### src/rtl/reg_read_sequencer.sv
// reg_read_sequencer
//
// Read-side master for a small register file. A start request in IDLE
// launches a run of consecutive register reads (wrapping modulo NUM_REGS).
// Each word is fetched through the file's read port, captured, and offered
// downstream on a valid/ready stream. A one-cycle done pulse marks the end
// of the run.
//
// Each word walks ISSUE -> WAIT -> PRESENT. The read strobe is raised in
// ISSUE. The file returns data one cycle later, during WAIT. That data is
// captured on the WAIT -> PRESENT edge.
//
// Optional feature: define RD_SEQ_PARITY_EN to add out_parity. It is the XOR
// reduction of out_data and is registered together with out_data.
//
// Ports:
//   clk        in   clock, rising edge
//   rst        in   asynchronous active-high reset
//   start      in   run request, sampled only in IDLE
//   base_addr  in   first register address of the run
//   count      in   words in the run (0 or > NUM_REGS means NUM_REGS)
//   busy       out  high in every state except IDLE
//   rd_en      out  read strobe to the register file (ISSUE only)
//   rd_addr    out  read address (address pointer)
//   rd_data    in   register file read data, valid the cycle after rd_en
//   out_data   out  captured word
//   out_valid  out  out_data valid (PRESENT only)
//   out_parity out  even parity of out_data (RD_SEQ_PARITY_EN only)
//   out_ready  in   downstream ready
//   done       out  one-cycle pulse after the last word is accepted

module reg_read_sequencer #(
  parameter int DATA_W   = 8,
  parameter int ADDR_W   = 2,
  parameter int NUM_REGS = 4
) (
  input  logic              clk,
  input  logic              rst,
  input  logic              start,
  input  logic [ADDR_W-1:0] base_addr,
  input  logic [ADDR_W:0]   count,
  output logic              busy,
  output logic              rd_en,
  output logic [ADDR_W-1:0] rd_addr,
  input  logic [DATA_W-1:0] rd_data,
  output logic [DATA_W-1:0] out_data,
  output logic              out_valid,
`ifdef RD_SEQ_PARITY_EN
  output logic              out_parity,
`endif
  input  logic              out_ready,
  output logic              done
);

  typedef enum logic [2:0] {
    S_IDLE,
    S_ISSUE,
    S_WAIT,
    S_PRESENT,
    S_DONE
  } state_t;

  localparam logic [ADDR_W:0] FULL_COUNT = (ADDR_W+1)'(NUM_REGS);

  state_t            state_reg;
  logic [ADDR_W-1:0] addr_reg;
  logic [ADDR_W:0]   remaining_reg;
  logic [ADDR_W:0]   count_sat;

  // Zero and out-of-range counts both mean "whole file".
  assign count_sat = ((count == '0) || (count > FULL_COUNT)) ? FULL_COUNT : count;

  assign rd_addr = addr_reg;

  always_ff @(posedge clk or posedge rst) begin
    if (rst) begin
      state_reg     <= S_IDLE;
      addr_reg      <= '0;
      remaining_reg <= '0;
      out_data      <= '0;
`ifdef RD_SEQ_PARITY_EN
      out_parity    <= 1'b0;
`endif
      rd_en         <= 1'b0;
      out_valid     <= 1'b0;
      done          <= 1'b0;
      busy          <= 1'b0;
    end else begin
      case (state_reg)
        S_IDLE: begin
          if (start) begin
            state_reg     <= S_ISSUE;
            addr_reg      <= base_addr;
            remaining_reg <= count_sat;
            rd_en         <= 1'b1;
            busy          <= 1'b1;
          end
        end

        S_ISSUE: begin
          state_reg <= S_WAIT;
          rd_en     <= 1'b0;
        end

        // The file presents rd_data during this cycle; capture it now.
        S_WAIT: begin
          state_reg <= S_PRESENT;
          out_data  <= rd_data;
`ifdef RD_SEQ_PARITY_EN
          out_parity <= ^rd_data;
`endif
          out_valid <= 1'b1;
        end

        // Hold here for as long as downstream stalls. out_data is untouched.
        S_PRESENT: begin
          if (out_ready) begin
            out_valid <= 1'b0;
            if (remaining_reg > (ADDR_W+1)'(1)) begin
              state_reg     <= S_ISSUE;
              // The pointer is exactly ADDR_W bits wide, so it wraps modulo NUM_REGS.
              addr_reg      <= addr_reg + ADDR_W'(1);
              remaining_reg <= remaining_reg - (ADDR_W+1)'(1);
              rd_en         <= 1'b1;
            end else begin
              state_reg <= S_DONE;
              done      <= 1'b1;
            end
          end
        end

        S_DONE: begin
          state_reg <= S_IDLE;
          done      <= 1'b0;
          busy      <= 1'b0;
        end

        default: begin
          state_reg <= S_IDLE;
          rd_en     <= 1'b0;
          out_valid <= 1'b0;
          done      <= 1'b0;
          busy      <= 1'b0;
        end
      endcase
    end
  end

endmodule

### config.mk
export PLATFORM = sky130hd
export DESIGN_NAME = reg_read_sequencer
export DESIGN_NICKNAME = d
export VERILOG_FILES = /design/src/rtl/reg_read_sequencer.sv
export SDC_FILE = /design/constraint.sdc
export NUM_CORES = 1
export LEC_CHECK = 0
export ABC_AREA = 1
export CELL_PAD_IN_SITES_DETAIL_PLACEMENT = 1
export CELL_PAD_IN_SITES_GLOBAL_PLACEMENT = 1
export CORE_MARGIN = 5
export CORE_UTILIZATION = 24
export DETAILED_ROUTE_END_ITERATION = 10
export GPL_TIMING_DRIVEN = 0
export PLACE_DENSITY = 0.62
export SYNTH_ARGS = -nofsm -noshare
export SYNTH_HDL_FRONTEND = slang
export SYNTH_SLANG_ARGS = --single-unit
export TNS_END_PERCENT = 50
### constraint.sdc
create_clock -name clk -period 2.7 [get_ports clk]
set_input_delay 0.27 -clock clk [delete_from_list [all_inputs] [get_ports clk]]
set_output_delay 0.27 -clock clk [all_outputs]
set_load 0.02 [all_outputs]
==> flow_summary.toml, run 1 <==
[setup_path]
endpoint = "rd_addr[1]"
critPathMaxFanout = 4
crit_cells = 1
r2r_start = "state_reg[2]"
worstSetupStartpointType = "flop"
r2r_slack_ns = 1.23
max_stage_delay_ns = 0.62
crit_buf_inv = 1
cp.required_ns = 2.43
critPathTopFamily = "buffers and inverters"
cp_cell_sequence = "clkdlybuf4s50_1"
r2r_cells = 6
worst_path_max_delay_cell = "clkdlybuf4s50_1"
r2r-end = "remaining_reg[0]"
arrival_ns = 1.28
worstSetupPathType = "flop to primary output"
endpoint_kind = "primary output"
startpoint = "rd_addr[1]"

[route]
avgViaCountPerCell = 4.41
first_iter_violations = 36
drt-pass1-iter-count = 4
met3WireLength_um = 263
vias = 1011
wire_per_inst_um = 12.6
wl_met1_mm = 1.20
dr.max_layer_used = "met4"
final_antenna_net_count = 0
drc = 0
dr_wl_met2_mm = 1.40
wl_mm = 2.88

[timing]
min_period_over_period_pct = 57.4
finalHoldViolations = 0
min_period_ns = 1.55
whs_ns = 0.456
setup_viol = 0
slew_viol_final = 0
fmax_mhz = 646
setup_ws_ns = 1.15
setup_tns_ns = 0
relSlewSlack_pct = 46.6
rsz0062_at_grt = "no"
finClkSkew_ns = 0.00542
worst_slew_pin_slew_ns = 0.800

[hold_path]
hp-class = "input pin to asynchronous set/reset pin"

[place]
dpl_worst_slack_ns = 1.05
dp.cells = 225
hpwlAfterDp_mm = 2.26
place.gp.congestion = 0.772
place_area_mm2 = 0.00147
portBuffers = 30

[layout]
antenna_cells = 0
drive_gt1_share_pct = 9.60
final_net_count = 198
utilization_pct = 34.8
largest_reg_flops = 8
final_area_mm2 = 0.00154
finalNonFillerCells = 229
syn2layout_area_growth_pct = 39.7

[global_route]
grt_max_degree = 21
grt_pass1_wl_mm = 5.00
grt_usage_pct = 9.98
grt-ovfl-total = 0
grt_antenna_before_repair = 0
grt_pass1_vias = 1107

[cts]
cts_root_buffer = "clkbuf_8"
clockBufferDepth = 2
h-tree-depth = 1
cts_made_buffers = 3
post_cts_buffers = 0
cts_hold_buf = 0
clk_pin_slew_ns = 0.08
cts_tree = "yes"
ctsResizeCount = 0
clock-sinks = 20
insertion_delay_ns = 0.26

[power_and_ir_drop]
max-vdd-ir-drop_mv = 0.458
p_leak_nw = 0.796
power_mw = 1.97
powerDensity_mw_per_mm2 = 1280

[floorplan]
core_mm2 = 0.00441
ioPinCount = 31
rows = 24
die_area_mm2 = 0.00604
start_util_pct = 24.9
die_h_um = 77.7
chipWidth_um = 77.7

[synthesis]
synthCells = 143
synth_area_mm2 = 0.00110
yosysWarnings = 0
syn_nets = 163
synth-seq-area-share_pct = 45.5
ys_ff_latch = 20
avgSynthCellArea_um2 = 7.69
ys_types = 18

[flow_run]
maxCapViolCount = 0

[status]
status = "finished clean"
## placed cells by master, fill, tap and decap left out
| cell type | Yosys | routed |
|---|---|---|
| ha_1 | 3 | 3 |
| o21bai_1 | 1 | 1 |
| nand2_1 | 69 | 69 |
| inv_2 | 2 | 2 |
| nor2_1 | 5 | 5 |
| nand2_2 | 2 | 2 |
| nand3_4 | 2 | 2 |
| clkdlybuf4s50_1 | 0 | 30 |
| nand3_1 | 8 | 8 |
| dfrtp_1 | 20 | 20 |
| nor2_8 | 1 | 1 |
| buf_2 | 1 | 1 |
| clkbuf_8 | 0 | 3 |
| nand4_1 | 5 | 5 |
| nor2_2 | 1 | 1 |
| o21ai_0 | 2 | 2 |
| nor3_4 | 1 | 1 |
| bufinv_16 | 0 | 1 |
| inv_1 | 17 | 17 |
| nand2_4 | 2 | 2 |
| inv_4 | 1 | 1 |
## synth_stat cells
cell / count / area share [%]
nand2_1: 69 / 24
dfrtp_1: 20 / 46
inv_1: 17 / 5.8
nand3_1: 8 / 3.6
nand4_1: 5 / 2.8
nor2_1: 5 / 1.7
ha_1: 3 / 3.4
inv_2: 2 / 0.68
nand2_2: 2 / 1.1
nand2_4: 2 / 2.0
nand3_4: 2 / 3.2
o21ai_0: 2 / 0.91
buf_2: 1 / 0.45
inv_4: 1 / 0.57
nor2_2: 1 / 0.57
nor2_8: 1 / 1.8
nor3_4: 1 / 1.5
o21bai_1: 1 / 0.68
## power by group
part           leakage, nW  switching [mW]  internal (mW)
Combinational        0.514           0.669          0.435
Sequential           0.246           0.116          0.448
Clock               0.0357          0.0998          0.198
## worst min-delay path by stage
stage | slack [ns] | to | depth (start not counted) | startpoint
5_1_grt | 0.51 | out_valid | 2 | out_valid
4_1_cts | 0.48 | out_data[0] | 2 | out_data[0]
3_5_place_dp | 0.46 | out_data[0] | 2 | out_data[0]
3_3_place_gp | 0.45 | out_data[5] | 2 | out_data[5]
6_report | 0.46 | rd_addr[0] | 2 | rst
2_1_floorplan | 0.23 | busy | 1 | rst
## cells by family after synthesis
| kind of cell | after synthesis | share of synthesized area [%] |
|---|---|---|
| fa+ha+maj | 3 | 3.41 |
| buf+inv | 21 | 7.51 |
| flops | 20 | 45.5 |
| compound gates | 3 | 1.59 |
| simple gates | 96 | 42.0 |
## area by class of cell
type / count / area [um^2]
plain buffers: 1 / 5.00
clock buffers: 3 / 41.3
clock inverters: 1 / 30.0
fillers: 536 / 2880
inverters: 20 / 77.6
multi-input cells: 102 / 517
flip-flops and latches: 20 / 500
well taps: 52 / 65.1
repair buffers: 30 / 300
## per-layer routing
layer | GRT usage [%] | vias to the layer above
met5 | 0 | -
met4 | 2.58 | 0
met3 | 4.17 | 2
met2 | 16.8 | 26
met1 | 11.7 | 477
li1 | - | 506
(Power assumes the default switching activity.)
==> run 2: changes to the inputs <==
clock period = 1.5 ns   (was 2.7 ns; I/O delays follow)
==> run 2 against run 1 <==
  * Global-route usage up 0.096 points
  * First-iteration DRC count is 8.3% higher
  * Cell area up 1.3%
  * Non-clock buffer count increased by 2
  * Clock power increased by 81%
  * Die area stayed put
  * Final cell count is 0.87% higher
  * Sequential share of layout area is 0.42 points lower
==> flow_summary.toml, run 2 (synthesized netlist as in run 1, its figures left out) <==
[layout]
final_cell_mix = "nand2_1, clkdlybuf4s50_1, dfrtp_1, inv_1, nand3_1"
syn2layout_area_growth_pct = 41.5
regArea_um2 = 500
multi_input_area_um2 = 522
final_area_mm2 = 0.00156
n_fill_cell = 536
final_common_cell = "nand2_1"
largest_reg_flops = 8
drive_gt1_share_pct = 11.2
antenna_cells = 0
final_net_count = 200

[global_route]
grt_max_degree = 21
grt-ovfl-total = 0
grt_antenna_before_repair = 0
grt_pass1_wl_mm = 5.04
grt_usage_pct = 10.1
grt_pass1_vias = 1118

[route]
drc = 0
avgViaCountPerCell = 4.40
drt-pass1-iter-count = 4
wire_per_inst_um = 12.6
first_iter_violations = 39
final_antenna_net_count = 0
vias = 1017
wl_mm = 2.90

[setup_path]
max_stage_delay_ns = 0.62
endpoint_kind = "primary output"
worstSetupStartpointType = "flop"
critPathMaxFanout = 4
cp_cell_sequence = "clkdlybuf4s50_1"
worstSetupPathType = "flop to primary output"
startpoint = "rd_addr[1]"
worst_path_max_delay_cell = "clkdlybuf4s50_1"
arrival_ns = 1.28
r2r_cells = 6
r2r_start = "state_reg[2]"
crit_cells = 1
crit_buf_inv = 1
critPathTopFamily = "buffers and inverters"
cp.required_ns = 1.35

[cts]
insertion_delay_ns = 0.26
h-tree-depth = 1
clockBufferDepth = 2
cts_made_buffers = 3
cts_tree = "yes"
cts_hold_buf = 0
clock-sinks = 20
cts_root_buffer = "clkbuf_8"
clk_pin_slew_ns = 0.08

[timing]
setup_ws_ns = 0.0703
worst_slew_pin_slew_ns = 0.797
fmax_mhz = 699
finalHoldViolations = 0
finClkSkew_ns = 0.00514
relSlewSlack_pct = 46.8
setup_viol = 0
min_period_over_period_pct = 95.3
slew_viol_final = 0
min_period_ns = 1.43
rsz0062_at_grt = "no"

[place]
place.gp.congestion = 0.772
dpl_worst_slack_ns = -0.0315
place_area_mm2 = 0.00147
portBuffers = 30
hpwlAfterDp_mm = 2.26

[floorplan]
start_util_pct = 24.9
die_area_mm2 = 0.00604
core_mm2 = 0.00441
chipWidth_um = 77.7
ioPinCount = 31
die_h_um = 77.7
rows = 24

[power_and_ir_drop]
p_leak_nw = 0.809
powerDensity_mw_per_mm2 = 2310
max-vdd-ir-drop_mv = 0.813
p_comb_share_pct = 56.7
p_sw_mw = 1.61
switching_share_pct = 44.8
p_seq_share_pct = 28.3
internal-power_mw = 1.99
power.share.clock_pct = 15.0

[hold_path]
hp-class = "input pin to asynchronous set/reset pin"

[status]
status = "finished clean"

[flow_run]
maxCapViolCount = 0
## run 2: metrics by stage
stage,utilization (%),power [mW],hold WS [ns],setup TNS (ns),instances
floorplan,-,2.32,0.114,0,143
global placement,33.2,2.98,0.454,0,225
detailed placement,33.2,3.07,0.462,-0.0444,225
CTS,35.3,3.69,0.379,0,231
global route,35.3,3.95,0.429,0,231
finish,35.3,3.60,0.334,0,231
## run 2: what timing repair did
action	4_1_cts	5_1_grt
resized for setup	1	0
setup buffers	2	0
setup endpoints to repair	10	0
## run 2: per-layer routing
metal,vias up,global-route usage (%),share of wire (%)
met2,24,16.9,49
met4,0,2.58,0.41
li1,512,-,-
met5,-,0,0
met3,2,4.17,8.8
met1,479,11.9,42
## run 2: cell type report
class                   count  share of cell area [%]
flip-flops and latches     20                    32.2
clock inverters             1                    1.93
inverters                  20                    4.98
repair buffers             32                    20.3
multi-input cells         102                    33.5
plain buffers               1                   0.322
well taps                  52                    4.18
clock buffers               3                    2.65
## run 2: path summary, 6_finish.rpt
kind / end / slack (ns)
setup / recovery: rd_addr[1] / 0.07
max in group asynchronous: state_reg[0] / 0.66
hold reg to reg: out_data[0] / 0.47
min in group clk: out_data[3] / 0.42
setup reg to reg: remaining_reg[0] / 0.13
hold / removal: rd_addr[0] / 0.33
## run 2: power by group through the flow
stage                     registers (mW)  logic, mW  clock network [mW]
after floorplan                     1.22       1.10                   0
after global placement              1.02       1.96                   0
after detailed placement            1.03       2.04                   0
after CTS                           1.03       2.11               0.561
after global routing                1.06       2.30               0.586
final                               1.02       2.04               0.539
==> run 3: changes to the inputs <==
GPL_TIMING_DRIVEN = 1   (was 0)
SKIP_CTS_REPAIR_TIMING = 1   (was not set)
==> run 3 against run 2 <==
  * Setup slack worse by 0.0077 ns
  * Critical endpoint is now rd_addr[0]
  * Clock power rose by 0.9%
  * Critical path type unchanged
  * Total power is 0.11% higher
  * Die area did not move
  * Final cell count is 0.87% higher
  * Largest cell class unchanged
  * Clock skew is essentially flat
==> flow_summary.toml, run 3 (synthesized netlist as in run 1, its figures left out) <==
[setup_path]
cp_cell_sequence = "clkdlybuf4s50_1"
cp.required_ns = 1.35
critPathMaxFanout = 4
crit_buf_inv = 1
max_stage_delay_ns = 0.63
worstSetupPathType = "flop to primary output"
worstSetupStartpointType = "flop"
arrival_ns = 1.29
critPathTopFamily = "buffers and inverters"
worst_path_max_delay_cell = "clkdlybuf4s50_1"
endpoint_kind = "primary output"

[layout]
final_cell_mix = "nand2_1, clkdlybuf4s50_1, dfrtp_1, inv_1, nand3_1"
largest_reg_flops = 8
antenna_cells = 0
syn2layout_area_growth_pct = 42.7
drive_gt1_share_pct = 11.6
multi_input_area_um2 = 517
final_net_count = 202
n_fill_cell = 530
finalNonFillerCells = 233
final_common_cell = "nand2_1"
regArea_um2 = 500

[floorplan]
die_area_mm2 = 0.00604
chipWidth_um = 77.7
start_util_pct = 24.9
core_mm2 = 0.00441
ioPinCount = 31
die_h_um = 77.7
rows = 24

[route]
first_iter_violations = 29
avgViaCountPerCell = 4.39
final_antenna_net_count = 0
wl_mm = 3.03
vias = 1022
drc = 0
wire_per_inst_um = 13.0
drt-pass1-iter-count = 3

[cts]
cts_root_buffer = "clkbuf_8"
clock-sinks = 20
cts_made_buffers = 3
clockBufferDepth = 2
h-tree-depth = 1
clk_pin_slew_ns = 0.08
insertion_delay_ns = 0.26
cts_tree = "yes"

[power_and_ir_drop]
internal-power_mw = 1.99
switching_share_pct = 44.9
power.share.clock_pct = 15.1
p_sw_mw = 1.62
powerDensity_mw_per_mm2 = 2300
max-vdd-ir-drop_mv = 0.727
p_seq_share_pct = 28.0
p_leak_nw = 0.818
p_comb_share_pct = 57.0

[timing]
relSlewSlack_pct = 81.1
min_period_ns = 1.44
finalHoldViolations = 0
min_period_over_period_pct = 95.8
setup_viol = 0
fmax_mhz = 696
slew_viol_final = 0
worst_slew_pin_slew_ns = 0.283
finClkSkew_ns = 0.00521
setup_tns_ns = 0
rsz0062_at_grt = "no"

[place]
portBuffers = 30
hpwlAfterDp_mm = 2.52
place.gp.congestion = 0.747
dp.cells = 229

[global_route]
grt_usage_pct = 10.8
grt_max_degree = 13
grt-ovfl-total = 0
grt_antenna_before_repair = 0
grt_pass1_wl_mm = 5.45
grt_pass1_vias = 1228

[flow_run]
maxCapViolCount = 0

[status]
status = "finished clean"

[hold_path]
hp-class = "input pin to asynchronous set/reset pin"
## run 3: cell types whose count changed in the layout (fill, tap and decap cells not counted), sizes merged
| cell | previous run | this run |
|---|---|---|
| buf | 3 | 5 |
## run 3: final cells by class
class | instances | share of cell area (%)
sequential | 20 | 31.9
tap | 52 | 4.15
inverter | 20 | 4.94
multi-input combinational | 102 | 32.9
clock inverter | 1 | 1.91
timing repair buffer | 35 | 21.5
clock buffer | 3 | 2.63
## run 3: final timing paths
check	cells past startpoint	end	slack, ns	from
min in group clk	3	out_data[4]	0.42	rd_data[4]
min	3	out_data[6]	0.19	rst
max in group asynchronous	3	remaining_reg[1]	1.12	rst
max	1	rd_addr[0]	0.06	rd_addr[0]
min reg2reg	2	out_data[0]	0.48	out_data[0]
max reg2reg	6	remaining_reg[0]	0.15	remaining_reg[0]
## run 3: per-stage QoR
| step | hold slack [ns] | power, mW | util, % | instance area, um^2 | setup slack (ns) |
|---|---|---|---|---|---|
| detailed placement | 0.468 | 3.13 | 33.9 | 1500 | 0.0373 |
| finish | 0.188 | 3.61 | 35.5 | 1570 | 0.0626 |
| global route | 0.213 | 3.97 | 35.5 | 1570 | 0.000982 |
| floorplan | 0.114 | 2.32 | - | 1100 | 0.256 |
| global placement | 0.459 | 3.04 | 33.9 | 1500 | 0.123 |
| CTS | 0.190 | 3.70 | 35.5 | 1570 | 0.0504 |
## run 3: tightest hold or removal path, delay by kind of cell
family                 cells  cell delay [ns]
buffers and inverters      3             0.64
## run 3: power by group through the flow
stage	combinational (mW)	sequential [mW]	clock, mW
6_report	2.05	1.01	0.544
5_1_grt	2.33	1.05	0.592
4_1_cts	2.12	1.02	0.562
3_5_place_dp	2.11	1.02	0
3_3_place_gp	2.03	1.01	0
2_1_floorplan	1.10	1.22	0
## run 3: routing by layer
layer	routed length [um]	GRT usage, %
met1	1280	12.5
met2	1550	19.8
met3	178	3.47
met4	16	1.55
met5	0	0
